==> config.mk <==
export PLATFORM = sky130hd
export DESIGN_NAME = clk_div_bank
export DESIGN_NICKNAME = d
export VERILOG_FILES = /design/src/rtl/clk_div_bank.sv
export SDC_FILE = /design/constraint.sdc
export NUM_CORES = 1
export LEC_CHECK = 0
export BUFFER_PORTS_ARGS = -buffer_cell sky130_fd_sc_hd__clkbuf_2
export CORE_MARGIN = 2
export CORE_UTILIZATION = 60
export CTS_CLUSTER_SIZE = 30
export DETAILED_ROUTE_END_ITERATION = 12
export PLACE_DENSITY_LB_ADDON = 0.15
export SLEW_MARGIN = 20
export SYNTH_ARGS = -nofsm -noshare
export SYNTH_HDL_FRONTEND = slang
export SYNTH_SLANG_ARGS = --single-unit
==> constraint.sdc <==
create_clock -name clk_in -period 3.7 [get_ports clk_in]
set_input_delay 0.925 -clock clk_in [delete_from_list [all_inputs] [get_ports clk_in]]
set_output_delay 0.925 -clock clk_in [all_outputs]
set_load 0.1 [all_outputs]
==> src/rtl/clk_div_bank.sv <==
// Bank of NCH programmable clock dividers / tick generators sharing one clock.
// Each channel has a registered 50%-duty toggle output, a terminal-count strobe and a shadowed divisor.
module clk_div_bank #(
  parameter int unsigned NCH     = 4,
  parameter int unsigned WIDTH   = 26,
  parameter int unsigned CH_W    = 2,
  parameter int unsigned DIV_RST = 12500000
) (
  input  logic             clk_in,
  input  logic             rst_n,
  input  logic [NCH-1:0]   en,
  input  logic             sync,
  input  logic             wr_en,
  input  logic [CH_W-1:0]  wr_ch,
  input  logic [WIDTH-1:0] wr_div,
  output logic [NCH-1:0]   clk_out,
  output logic [NCH-1:0]   tick,
  output logic [NCH-1:0]   pending
);

  localparam logic [WIDTH-1:0] DIV_RST_W = WIDTH'(DIV_RST);

  logic [WIDTH-1:0] cnt_q     [NCH];
  logic [WIDTH-1:0] cnt_d     [NCH];
  logic [WIDTH-1:0] div_act_q [NCH];
  logic [WIDTH-1:0] div_act_d [NCH];
  logic [WIDTH-1:0] div_new_q [NCH];
  logic [WIDTH-1:0] div_new_d [NCH];
  logic [NCH-1:0]   clk_q, clk_d;
  logic [NCH-1:0]   tick_q, tick_d;
  logic [NCH-1:0]   pend_q, pend_d;
  logic [NCH-1:0]   wr_hit;
  logic [NCH-1:0]   tc;

  // Write decode and terminal-count detect; out-of-range wr_ch matches no channel.
  always_comb begin
    wr_hit = '0;
    tc     = '0;
    for (int i = 0; i < NCH; i++) begin
      wr_hit[i] = wr_en && (wr_ch == CH_W'(i));
      tc[i]     = (cnt_q[i] == div_act_q[i]);
    end
  end

  // Next-state: sync and disable both park the channel and flush any pending divisor.
  always_comb begin
    cnt_d     = cnt_q;
    div_act_d = div_act_q;
    div_new_d = div_new_q;
    clk_d     = clk_q;
    tick_d    = tick_q;
    pend_d    = pend_q;
    for (int i = 0; i < NCH; i++) begin
      if (sync || !en[i]) begin
        cnt_d[i]  = '0;
        clk_d[i]  = 1'b0;
        tick_d[i] = 1'b0;
        pend_d[i] = 1'b0;
        if (wr_hit[i]) begin
          div_act_d[i] = wr_div;
        end else if (pend_q[i]) begin
          div_act_d[i] = div_new_q[i];
        end
      end else begin
        tick_d[i] = tc[i];
        if (tc[i]) begin
          cnt_d[i] = '0;
          clk_d[i] = ~clk_q[i];
          // Handover happens only here, after the compare used the old divisor.
          if (pend_q[i]) begin
            div_act_d[i] = div_new_q[i];
            pend_d[i]    = 1'b0;
          end
        end else begin
          cnt_d[i] = cnt_q[i] + WIDTH'(1);
        end
        if (wr_hit[i]) begin
          div_new_d[i] = wr_div;
          pend_d[i]    = 1'b1;
        end
      end
    end
  end

  always_ff @(posedge clk_in or negedge rst_n) begin
    if (!rst_n) begin
      for (int i = 0; i < NCH; i++) begin
        cnt_q[i]     <= '0;
        div_act_q[i] <= DIV_RST_W;
        div_new_q[i] <= DIV_RST_W;
      end
      clk_q  <= '0;
      tick_q <= '0;
      pend_q <= '0;
    end else begin
      cnt_q     <= cnt_d;
      div_act_q <= div_act_d;
      div_new_q <= div_new_d;
      clk_q     <= clk_d;
      tick_q    <= tick_d;
      pend_q    <= pend_d;
    end
  end

  assign clk_out = clk_q;
  assign tick    = tick_q;
  assign pending = pend_q;

endmodule

==> results.tsv <==
stage	metric	value	unit
worst_setup_path	r2r_cells	6	
finish	final_area	0.0200	mm^2
floorplanning	die_y	179	um
worst_setup_path	path_buf_inv	1	
sta	setup_ws	0.943	ns
yosys	async_flop_share	100	%
yosys	synthesis.area	0.0184	mm^2
finish	diodes	0	
yosys	synth-xor-area-share	9.49	%
yosys	synth-simple-area-share	20.4	%
pwr	power	9.24	mW
sta	layout_min_cycle_time	2.76	ns
sta	max_freq	363	MHz
drt	vias_per_cell	6.46	
yosys	synth_top_family_by_area	simple AND/OR/NAND/NOR gates	
sta	timing.final.crit_share	74.5	%
drt	num_vias	15511	
yosys	synth_edf_count	0	
job	maxCapViolCount	0	
pwr	vdd_ir_drop_max	291	uV
sta	hold_violations	0	
yosys	syn_inst	2035	
hold_path	hp-class	in -> async	
worst_setup_path	critPathKind	reg -> reg	
worst_setup_path	r2r-start	div_act_q[100]	
floorplanning	core	0.0303	mm^2
yosys	synth_compound_area_share	15.9	%
cts	htree_levels	2	
placed_design	hpwl	32.0	mm
cts	cts_made_buffers	37	
sta	rsz0062_at_grt	false	
worst_setup_path	crit_path_max_fanout	30	
sta	setup_tns	0	ns
worst_setup_path	crit_chain	xnor2_1 -> nand4_1 -> or4b_4 -> nor2_4 -> buf_4 -> nor3_1	
floorplanning	fp.dieW	179	um
cts	cts_root_buffer	clkbuf_16	
drt	routed_wl	49.3	mm
yosys	ys_seq_area_share	44.8	%
floorplanning	initial_utilization	60.5	%
pwr	leakage	7.56	nW
yosys	synthTopCellsByCount	nor3_1, dfrtp_1, nand2_1	
yosys	yosysTopAreaCell	dfrtp_1	
worst_setup_path	endpoint_kind	register	
worst_setup_path	ff2ff_setup_slack	0.94	ns
global_routing	grt_max_degree	92	
finish	syn_to_final_growth	8.83	%
yosys	synth_area_leaders	dfrtp_1, dfstp_2, nor3_1	
placed_design	gp_congestion	0.841	
global_routing	track_usage	31.2	%
worst_setup_path	cpMaxStageDelayCell	or4b_4	
yosys	synth-seq-cells	324	
cts	clkSlewWorstSetupHoldPaths	0.06	ns
yosys	yosys.area_share.adder	0.545	%
floorplanning	die-area	0.0320	mm^2
finish	final_util	65.9	%
worst_setup_path	cp_top_family	simple AND/OR/NAND/NOR gates	
sta	maxSlewViolCount	0	
cts	cts_resized	0	
finish	drive_gt1_share	14.8	%
finish	instances_no_fill	2400	
drt	drt_first_pass_iters	6	
sta	setup_viol	0	
cts	cts_tree	built	
worst_setup_path	crit_required	4.10	ns
pwr	cellPowerDensity	462	mW/mm^2
drt	wire_per_inst	20.6	um
placed_design	placedCellCount	2333	
cts	cts_hold_buffers	0	
sta	worst_pin_slew	1.11	ns
worst_setup_path	r2r_end	cnt_q[87]	
sta	slew_headroom	25.7	%
yosys	synth_flop_cell	dfrtp_1	
cts	clock_latency	0.53	ns
placed_design	placed_area	0.0188	mm^2
global_routing	overflow	0	
worst_setup_path	arrival	3.16	ns
global_routing	antenna_found_initial	0	
status	status	completed	
sta	fin_skew	0.0157	ns
cts	post_cts_buffers	0	
drt	drc	0	
global_routing	grt_pass1_wl	79.9	mm
floorplanning	io_pins	48	
yosys	synthDistinctLibCells	47	
drt	drtIter0Drc	1406	
yosys	yosysWarnings	0	
placed_design	pre_cts_slack	0.601	ns
worst_setup_path	cp-start-kind	register	
placed_design	io_buffer_count	47	
yosys	synth_fp_nets	2079	
yosys	synth_top_area_share	31.1	%
cts	cts.sinks	324	
global_routing	grt_pass1_vias	14880	
finish	nNetsFinal	2020	
yosys	yosysMostFrequentCell	nor3_1	
cts	clockBufferDepth	3	
sta	holdWs	0.408	ns
worst_setup_path	critPathMaxStageDelay	0.64	ns
drt	ant_nets	0	
yosys	syn_avg_cell_area	9.03	um^2
floorplanning	core.rowCount	64	
yosys	synth_mux_area_share	1.59	%
[flip-flops by register name (all words and copies together) (netlist names)]
name / cells
pending: 4
cnt_q: 104
tick: 4
div_act_q: 104
clk_out: 4
div_new_q: 104
[cell type report]
type,count,area [um^2]
Timing Repair Buffer,96,701
Fill cell,2459,10400
Clock inverter,9,78.8
Clock buffer,58,1140
Tap cell,396,495
Inverter,121,454
Sequential cell,324,8230
Multi-Input combinational cell,1396,8900
[power by group]
group          leakage [nW]  switching (mW)  internal (mW)
clock network         0.596            1.49           2.18
logic                  3.13           0.703          0.481
registers              3.84           0.278           4.11
total                  7.56            2.47           6.78
[worst reg2reg max path, delay by kind of cell, from the launching register on]
family                 cells  cell delay [ns]
flip-flops                 1             0.43
XOR/XNOR                   1             0.28
buffers and inverters      1             0.32
AND/OR/NAND/NOR            4             1.59
[cells in the final DEF (no fill, tap or decap), types with 82 or more instances in the layout]
master | Yosys | final
xor2_1 | 88 | 88
a31oi_1 | 104 | 104
inv_1 | 121 | 121
o21ai_0 | 82 | 82
nand2_1 | 227 | 227
nor3_1 | 231 | 231
dfstp_2 | 96 | 96
dfrtp_1 | 228 | 228
nand4_1 | 106 | 106
xnor2_1 | 111 | 111
[cell families after synthesis]
| kind of cell | Yosys count |
|---|---|
| AOI/OAI and AO/OA | 430 |
| xor gates and xnor gates | 199 |
| adders and majority gates | 8 |
| buffers and inverters | 315 |
| DFF | 324 |
| muxes | 26 |
| and+or+nand+nor | 733 |
[how the worst max path moves through the flow]
stage	startpoint	endpoint	slack [ns]	cells after the start
CTS	div_act_q[100]	cnt_q[87]	0.98	6
global route	div_act_q[103]	cnt_q[94]	0.85	6
floorplan	wr_ch[1]	div_new_q[84]	1.27	6
detailed placement	wr_ch[1]	div_act_q[98]	0.60	7
global placement	wr_ch[1]	div_act_q[83]	0.65	7
finish	div_act_q[100]	cnt_q[87]	0.94	6
[metal layers]
metal  global-route usage, %  vias to the layer above  share of wire, %  wire [um]
met1                    45.3                     7703                44      21800
li1                        -                     7187                 -          -
met4                    7.11                        0               1.9        958
met5                       0                        -                 0          0
met3                    4.64                       84               6.4       3160
met2                    49.5                      537                48      23500
No activity file was read; power rests on OpenSTA's default activity.
